**src/rtl/abm_pkg.sv**
```systemverilog
// rtl/abm_pkg.sv - shared types and helpers for the ABM clear arbiter
// Purpose: FSM state encoding, bank-mask bit positions and address-width
//          derivation shared by the ABM write-side controller files.
// Ports:   none (package).
package abm_pkg;

  typedef enum logic [1:0] {
    ST_IDLE  = 2'd0,
    ST_CLEAR = 2'd1,
    ST_DONE  = 2'd2
  } abm_state_e;

  localparam int BANK0 = 0;
  localparam int BANK1 = 1;

  // Word-address width for a RAM of dd words; a 1-deep RAM still needs a bit.
  function automatic int calc_aw(input int dd);
    return (dd > 1) ? $clog2(dd) : 1;
  endfunction

endpackage

```
**src/rtl/abm_clear_arbiter_if.sv**
```systemverilog
// rtl/abm_clear_arbiter_if.sv - bundle of clear, write-request and RAM write signals
// Purpose: groups the clear control, external write handshake and shared RAM
//          write port of the ABM clear arbiter.
// Ports:   clear_start/clear_mask/clear_busy/clear_done - clear control
//          wr_valid/wr_ready/wr_addr/wr_data/wr_bank    - external writer
//          ram_we/ram_waddr/ram_wdata                   - RAM bank write port
//          modport slave = arbiter side, master = producer/RAM side.
interface abm_clear_arbiter_if import abm_pkg::*; #(
  parameter int DW = 512,
  parameter int DD = 16384
) ();
  localparam int AW = calc_aw(DD);

  logic          clear_start;
  logic [1:0]    clear_mask;
  logic          clear_busy;
  logic          clear_done;
  logic          wr_valid;
  logic          wr_ready;
  logic [AW-1:0] wr_addr;
  logic [DW-1:0] wr_data;
  logic [1:0]    wr_bank;
  logic [1:0]    ram_we;
  logic [AW-1:0] ram_waddr;
  logic [DW-1:0] ram_wdata;

  modport slave (
    input  clear_start, clear_mask, wr_valid, wr_addr, wr_data, wr_bank,
    output clear_busy, clear_done, wr_ready, ram_we, ram_waddr, ram_wdata
  );

  modport master (
    output clear_start, clear_mask, wr_valid, wr_addr, wr_data, wr_bank,
    input  clear_busy, clear_done, wr_ready, ram_we, ram_waddr, ram_wdata
  );

endinterface

```
**src/rtl/abm_rr_arb2.sv**
```systemverilog
// rtl/abm_rr_arb2.sv - two-requester round-robin arbiter
// Purpose: grants one of two requesters per cycle; under contention the
//          grant alternates based on a registered last-grant bit.
// Ports:   clk, reset (async active-high)
//          restart - forces requester 0 to win the next contended grant
//          req[1:0] - request vector (0 = writer, 1 = clear engine)
//          gnt[1:0] - one-hot grant, combinational from req and last-grant
module abm_rr_arb2 (
  input  logic       clk,
  input  logic       reset,
  input  logic       restart,
  input  logic [1:0] req,
  output logic [1:0] gnt
);

  // last_q = 1 when requester 0 won the most recent grant.
  logic last_q;
  logic last_d;

  always_comb begin
    gnt = req;
    if (req == 2'b11) begin
      gnt = last_q ? 2'b10 : 2'b01;
    end

    last_d = last_q;
    if (gnt[0]) begin
      last_d = 1'b1;
    end else if (gnt[1]) begin
      last_d = 1'b0;
    end
    // A new sweep always opens with the writer favoured.
    if (restart) begin
      last_d = 1'b0;
    end
  end

  always_ff @(posedge clk or posedge reset) begin
    if (reset) begin
      last_q <= 1'b0;
    end else begin
      last_q <= last_d;
    end
  end

endmodule

```
**src/rtl/abm_clear_arbiter.sv**
```systemverilog
// rtl/abm_clear_arbiter.sv - write-side controller sharing the ABM RAM write port
// Purpose: arbitrates the single RAM write port between an external writer
//          and a clear engine that zero-fills the masked banks, with one
//          registered output stage towards the RAM banks.
// Ports:   clk   - sole clock, rising edge
//          reset - asynchronous active-high reset
//          bus   - abm_clear_arbiter_if.slave (clear control, writer, RAM port)
module abm_clear_arbiter import abm_pkg::*; #(
  parameter int DW = 512,
  parameter int DD = 16384
) (
  input  logic                clk,
  input  logic                reset,
  abm_clear_arbiter_if.slave  bus
);

  localparam int AW = calc_aw(DD);
  localparam logic [AW-1:0] LAST_ADDR = AW'(DD - 1);

  abm_state_e    state_q, state_d;
  logic [1:0]    mask_q, mask_d;
  logic [AW-1:0] clear_addr_q, clear_addr_d;
  logic [1:0]    we_q, we_d;
  logic [AW-1:0] waddr_q, waddr_d;
  logic [DW-1:0] wdata_q, wdata_d;

  logic       restart;
  logic       clr_req;
  logic [1:0] gnt;

  // An empty mask still passes through CLEAR for one cycle so that the
  // done pulse lands two cycles after the start request.
  assign clr_req = (state_q == ST_CLEAR) && (mask_q != 2'b00);
  assign restart = (state_q == ST_IDLE) && bus.clear_start;

  abm_rr_arb2 u_arb (
    .clk     (clk),
    .reset   (reset),
    .restart (restart),
    .req     ({clr_req, bus.wr_valid}),
    .gnt     (gnt)
  );

  always_comb begin
    state_d      = state_q;
    mask_d       = mask_q;
    clear_addr_d = clear_addr_q;
    case (state_q)
      ST_IDLE: begin
        if (bus.clear_start) begin
          mask_d       = bus.clear_mask;
          clear_addr_d = '0;
          state_d      = ST_CLEAR;
        end
      end
      ST_CLEAR: begin
        if (mask_q == 2'b00) begin
          state_d = ST_DONE;
        end else if (gnt[1]) begin
          // Hold at the last address instead of wrapping.
          if (clear_addr_q == LAST_ADDR) begin
            state_d = ST_DONE;
          end else begin
            clear_addr_d = clear_addr_q + 1'b1;
          end
        end
      end
      ST_DONE: begin
        state_d = ST_IDLE;
      end
      default: begin
        state_d = ST_IDLE;
      end
    endcase
  end

  always_comb begin
    we_d    = 2'b00;
    waddr_d = waddr_q;
    wdata_d = wdata_q;
    if (gnt[1]) begin
      we_d    = mask_q;
      waddr_d = clear_addr_q;
      wdata_d = '0;
    end else if (gnt[0]) begin
      // A zero bank mask is accepted but produces no enables.
      we_d    = bus.wr_bank;
      waddr_d = bus.wr_addr;
      wdata_d = bus.wr_data;
    end
  end

  always_ff @(posedge clk or posedge reset) begin
    if (reset) begin
      state_q      <= ST_IDLE;
      mask_q       <= 2'b00;
      clear_addr_q <= '0;
      we_q         <= 2'b00;
      waddr_q      <= '0;
      wdata_q      <= '0;
    end else begin
      state_q      <= state_d;
      mask_q       <= mask_d;
      clear_addr_q <= clear_addr_d;
      we_q         <= we_d;
      waddr_q      <= waddr_d;
      wdata_q      <= wdata_d;
    end
  end

  // wr_ready is masked by reset so no beat is acknowledged while held.
  assign bus.wr_ready   = bus.wr_valid & gnt[0] & ~reset;
  assign bus.clear_busy = (state_q != ST_IDLE);
  assign bus.clear_done = (state_q == ST_DONE);
  assign bus.ram_we     = we_q;
  assign bus.ram_waddr  = waddr_q;
  assign bus.ram_wdata  = wdata_q;

endmodule

```
**src/flat_wrapper.sv**
```systemverilog
// flat-port wrapper written by rule: the top's interface ports become plain ports
module abm_clear_arbiter_flat import abm_pkg::*;
#(
  parameter int DW = 512,
  parameter int DD = 16384
)
  (clk, reset, bus_clear_start, bus_clear_mask, bus_wr_valid, bus_wr_addr, bus_wr_data, bus_wr_bank, bus_clear_busy, bus_clear_done, bus_wr_ready, bus_ram_we, bus_ram_waddr, bus_ram_wdata);
  abm_clear_arbiter_if #(.DW(DW), .DD(DD)) bus_i ();
  input  logic clk;
  input  logic reset;
  input wire logic [$bits(bus_i.clear_start)-1:0] bus_clear_start;
  input wire logic [$bits(bus_i.clear_mask)-1:0] bus_clear_mask;
  input wire logic [$bits(bus_i.wr_valid)-1:0] bus_wr_valid;
  input wire logic [$bits(bus_i.wr_addr)-1:0] bus_wr_addr;
  input wire logic [$bits(bus_i.wr_data)-1:0] bus_wr_data;
  input wire logic [$bits(bus_i.wr_bank)-1:0] bus_wr_bank;
  output wire logic [$bits(bus_i.clear_busy)-1:0] bus_clear_busy;
  output wire logic [$bits(bus_i.clear_done)-1:0] bus_clear_done;
  output wire logic [$bits(bus_i.wr_ready)-1:0] bus_wr_ready;
  output wire logic [$bits(bus_i.ram_we)-1:0] bus_ram_we;
  output wire logic [$bits(bus_i.ram_waddr)-1:0] bus_ram_waddr;
  output wire logic [$bits(bus_i.ram_wdata)-1:0] bus_ram_wdata;
  assign bus_i.clear_start = bus_clear_start;
  assign bus_i.clear_mask = bus_clear_mask;
  assign bus_i.wr_valid = bus_wr_valid;
  assign bus_i.wr_addr = bus_wr_addr;
  assign bus_i.wr_data = bus_wr_data;
  assign bus_i.wr_bank = bus_wr_bank;
  assign bus_clear_busy = bus_i.clear_busy;
  assign bus_clear_done = bus_i.clear_done;
  assign bus_wr_ready = bus_i.wr_ready;
  assign bus_ram_we = bus_i.ram_we;
  assign bus_ram_waddr = bus_i.ram_waddr;
  assign bus_ram_wdata = bus_i.ram_wdata;
  abm_clear_arbiter #(.DW(DW), .DD(DD)) u_core (.clk(clk), .reset(reset), .bus(bus_i));
endmodule
```
**config.mk**
```make
export PLATFORM = sky130hd
export DESIGN_NAME = abm_clear_arbiter_flat
export DESIGN_NICKNAME = d
export VERILOG_FILES = /design/src/rtl/abm_pkg.sv /design/src/rtl/abm_clear_arbiter_if.sv /design/src/rtl/abm_rr_arb2.sv /design/src/rtl/abm_clear_arbiter.sv /design/src/flat_wrapper.sv
export SDC_FILE = /design/constraint.sdc
export NUM_CORES = 1
export LEC_CHECK = 0
export ABC_AREA = 0
export ABC_CLOCK_PERIOD_IN_PS = 27500
export BUFFER_PORTS_ARGS = -buffer_cell sky130_fd_sc_hd__buf_2
export CORE_AREA = 4 4 409 411
export CTS_BUF_LIST = sky130_fd_sc_hd__clkbuf_2
export CTS_CLUSTER_SIZE = 24
export DETAILED_ROUTE_END_ITERATION = 7
export DIE_AREA = 0 0 413 415
export GPL_ROUTABILITY_DRIVEN = 0
export PLACE_DENSITY = 0.4
export SYNTH_ARGS = -nofsm -noshare
export SYNTH_HDL_FRONTEND = slang
export SYNTH_SLANG_ARGS = --single-unit
```
**constraint.sdc**
```tcl
create_clock -name clk -period 27.5 [get_ports clk]
set_input_delay 2.75 -clock clk [delete_from_list [all_inputs] [get_ports clk]]
set_output_delay 2.75 -clock clk [all_outputs]
set_load 0.005 [all_outputs]
```
* After elaboration in Yosys (flattened, before gate mapping)
Cells that the tools add are included.
** Cells by class
- Reduce and logical (&&, ||, !) cells :: 12
- Add/sub/neg operators :: 1
- Muxes and demuxes :: 21
- Equality and inequality tests :: 10
- Bitwise gates (word level) :: 3
** Operators by type and width (number)
- $mux 512 :: 2
- $mux 14 :: 6
- $pmux 14 s2 :: 1
- $mux 2 :: 8
- $add 14x1->14 const B :: 1
- $eq 14x14->1 const B :: 1
- $reduce_bool 2->1 :: 4
- $ne 2x2->1 const B :: 3
- $reduce_and 5->1 :: 1
- $eq 2x2->1 const B :: 2
- $logic_not 2->1 :: 2
- $pmux 2 s2 :: 1
- $mux 1 :: 3
- $ne 3x2->1 const B :: 1
- $ne 3x3->1 const B :: 1
- $reduce_and 3->1 :: 1
- $reduce_bool 3->1 :: 1
- $and 1x1->1 :: 2
- $eq 2x1->1 const B :: 1
- $logic_and 1x1->1 :: 2
- $ne 2x1->1 const B :: 1
- $reduce_and 2->1 :: 1
- $not 1->1 :: 1
** Storage, ports and cells
- Flip-flop bits (word level) :: 547
- Output and inout port bits :: 531
- Word-level logic and storage cells :: 54

* Logic depth before layout (Yosys ltp)
- Depth in word-level cells :: 7
- Gate-level depth with buffers :: 8
- Mapped depth without buffers :: 5

* Cells and area by module
Synthesis repeated with hierarchy kept, for this count alone.
** Unflattened totals
- Cell total of the unflattened synthesis :: 1841
- Area, all modules :: 22198.8 µm²
** By module, submodules not included
- abm_clear_arbiter :: area an instance 22140.0 µm², seq. area each 13663.1 µm², instances 1, cells an instance 1834
- abm_rr_arb2 :: area an instance 58.8 µm², seq. area each 25.0 µm², instances 1, cells an instance 7

* Worst setup path before layout
No wires, ideal clock.
- Kind :: input to output
- Start point :: in bus_wr_valid
- End point :: out bus_wr_ready
- Arrival :: 3427 ps
- Stages :: 4
- Setup slack :: 21323 ps
- Data required time :: 24750 ps
- Cell sequence :: buf_2 -> clkbuf_1 -> o31ai_1 -> nor2_1
** On the way
- Longest elaborated chain between the ends :: 4
** RTL lines
- start: declaration :: line flat_wrapper.sv:13 : input wire logic [$bits(bus_i.wr_valid)-1:0] bus_wr_valid;
- $eq 2x2->1 :: line abm_rr_arb2.sv:22 : if (req == 2'b11) begin
- $mux 2 :: line abm_rr_arb2.sv:22
- $and 1x1->1 * (2 in series) :: line abm_clear_arbiter.sv:112 : assign bus.wr_ready = bus.wr_valid & gnt[0] & ~reset;
- end: declaration :: line flat_wrapper.sv:19 : output wire logic [$bits(bus_i.wr_ready)-1:0] bus_wr_ready;
Every way passes the cells marked *; elsewhere a longest branch is shown, timed or not.

* Final worst setup path
Same ends and word-level chain as after synthesis.

==> flow_metrics.env <==
export IMPL_r2r_slack_ps=23190
export IMPL_synth_seq_cells=547
export IMPL_start_util=0.1220
export IMPL_grt_max_degree=155
export IMPL_final_cell_mix="buf_2 (1064), dfrtp_1 (547), a22o_1 (514), clkbuf_2 (222), clkinv_1 (23)"
export IMPL_grt_pass1_vias=17734
export IMPL_path_class="in -> out"
export IMPL_clkSlewWorstSetupHoldPaths_ps=90
export IMPL_status="complete, no violations"
export IMPL_vias=16644
export IMPL_placeableCoreArea_um2=164100
export IMPL_cts_root_buf="clkbuf_2"
export IMPL_ant_nets=0
export IMPL_antenna_found_initial=29
export IMPL_drive_gt1_frac=0.5248
export IMPL_end_kind="output port"
export IMPL_layout_commonest_cell="buf_2"
export IMPL_busiest_layer="met2"
export IMPL_rsz0062_at_grt="false"
export IMPL_via_per_inst=3.500
export IMPL_cts_made_buffers=159
export IMPL_syn_inst=1321
export IMPL_nFillCells=18429
export IMPL_htree_levels=4
export IMPL_yosysWarnings=0
export IMPL_die_x_um=413
export IMPL_utilization=0.1754
export IMPL_cts_setup_buffers=0
export IMPL_syn_area_per_cell_um2=15.15
export IMPL_clock_fmax_ghz=0.1560
export IMPL_io_buffers=1064
export IMPL_cts_path_max_buffers=3
export IMPL_rows=149
export IMPL_cts_tree="done"
export IMPL_path_max_fanout=18
export IMPL_dieHeight_um=415
export IMPL_grtUsageMet2=0.1823
export IMPL_met1_usage=0.1205
export IMPL_startpoint_type="input port"
export IMPL_drv_slew=0
export IMPL_max_cap_viol_count=0
export IMPL_yosysTopAreaCell="dfrtp_1"
export IMPL_dp_hpwl_um=72850
export IMPL_cts_resized=0
export IMPL_clock_sinks=547
export IMPL_yosys_top_cells_area="dfrtp_1 (68%), a22o_1 (22%), buf_6 (2.9%), buf_2 (1.6%), a221o_1 (0.50%)"
export IMPL_finalCritPeriodShare=0.2330
export IMPL_setup_violations=0
export IMPL_worstPathArrival_ps=3660
export IMPL_r2r_start="u_core.state_q[1]"
export IMPL_worstHoldPathType="reg -> reg"
export IMPL_synth_area_um2=20020
export IMPL_routed_wl_um=95590
export IMPL_period_needed_ps=6408
export IMPL_p_leak_uw=0.01513
export IMPL_ir_drop_v=0.00004747
export IMPL_crit_start="bus_wr_valid"
export IMPL_tightest_slew_ps=1109
export IMPL_slew_headroom=0.2606
export IMPL_seq_area_um2=13690
export IMPL_grt_util_all_layers=0.1067
export IMPL_fin_ws_ps=21090
export IMPL_grt_pass1_wl_um=132900
export IMPL_yosysSeqAreaShare=0.6838
export IMPL_wl_per_cell_um=20.10
export IMPL_tns_ps=0
export IMPL_skew_ps=61.33
export IMPL_top_level_ports=1065
export IMPL_multi_input_area_um2=5371
export IMPL_synth_top_area_share=0.6838
export IMPL_drc=0
export IMPL_grt_overflow=0
export IMPL_areaGrowthSynthToFinish_pct=43.70
export IMPL_drt_iter0_markers=946
export IMPL_finalHoldViolations=0
export IMPL_synth_distinct_cells=43
export IMPL_num_nets_final=2977
export IMPL_hold_buffers=0
export IMPL_powerDensity_nw_per_um2=96.30
export IMPL_cp_required_ps=24750
export IMPL_synthesis_nets=1856
export IMPL_post_place_ws_ps=20090
export IMPL_die_area_um2=171400
export IMPL_clock_latency_ps=1540
export IMPL_worstHoldStart="u_core.bus.ram_wdata[507]"
export IMPL_use_met3=0.04026
export IMPL_first_pass_iters=4
[routing by layer]
layer,wire length (um),vias to the layer above
met5,74,-
met4,2012,10
met3,7861,129
met2,48400,756
met1,37240,8254
li1,-,7495
[worst paths after layout]
kind                                             end  cells after the start
max                                     bus_wr_ready                      5
max in group asynchronous  u_core.bus.ram_wdata[468]                      7
min in group asynchronous  u_core.bus.ram_wdata[211]                      2
max reg2reg                u_core.bus.ram_wdata[386]                      7
min reg2reg                u_core.bus.ram_wdata[507]                      1
min                        u_core.bus.ram_wdata[507]                      1
[critical path, cell delays in order]
cell and delay [ps]:
buf_2 340, o31ai_1 130, buf_4 200, nor2_1 90, buf_2 120
[report_power, final]
part / internal [uW] / leakage (uW) / switching [uW]
registers: 1060 / 0.00694 / 174
clock network: 239 / 0.00105 / 379
logic: 405 / 0.00714 / 514
[cell usage after synthesis (all sizes together)]
cell,number
o21a,3
a21boi,2
o311ai,1
mux2,3
a21o,2
ha,1
o22ai,3
a31oi,14
nor4,1
and2,2
or3,2
a41oi,2
o211ai,4
a22o,514
o31ai,2
nand2b,2
nor4b,1
a2111o,1
or2,1
and3,14
nand2,11
a21oi,7
nor2b,2
nor2,15
a221o,10
inv,5
dfrtp,547
and4,6
buf,120
nand4,3
nand3,6
clkbuf,5
o21ai,9
[flip-flops by register name, summed over array words and instances (netlist names)]
name	flops
u_core.bus.ram_waddr	14
u_core.bus.ram_we	2
u_core.bus.ram_wdata	512
u_core.clear_addr_q	14
u_core.state_q	2
u_core.u_arb.last_q	1
u_core.mask_q	2
[metrics by stage]
| stage | total power [uW] | hold WS, ps | std cells | cell area, um^2 |
|---|---|---|---|---|
| finish | 2770 | 503.5 | 4755 | 28770 |
| global placement | 2198 | 482.3 | 4470 | 27330 |
| detailed placement | 2194 | 485.2 | 4470 | 27330 |
| CTS | 2847 | 506.7 | 4733 | 28710 |
| global route | 2972 | 515.1 | 4750 | 28760 |
| floorplan | 1691 | 497.9 | 1321 | 20020 |
[final cells by class]
cell class / instances / area share
antenna: 22 / 0.001914
clock buffer: 222 / 0.03862
clock inverter: 41 / 0.009351
inverter: 5 / 0.0009134
multi-input combinational: 644 / 0.1867
sequential: 547 / 0.4758
tap: 2189 / 0.09521
timing repair buffer: 1085 / 0.1915
[logic make-up (layout without fill, tap and decap cells)]
family,count (synthesis),count (layout),synth area share
AO/OA/AOI/OAI,574,574,0.2463
flip-flops,547,547,0.6838
buffers and inverters,130,1353,0.04831
AND/OR/NAND/NOR,66,66,0.01931
multiplexers,3,3,0.001687
adder cells (fa/ha/maj),1,1,0.0006249
other,0,22,0
Power figures use the tool's default switching activity.
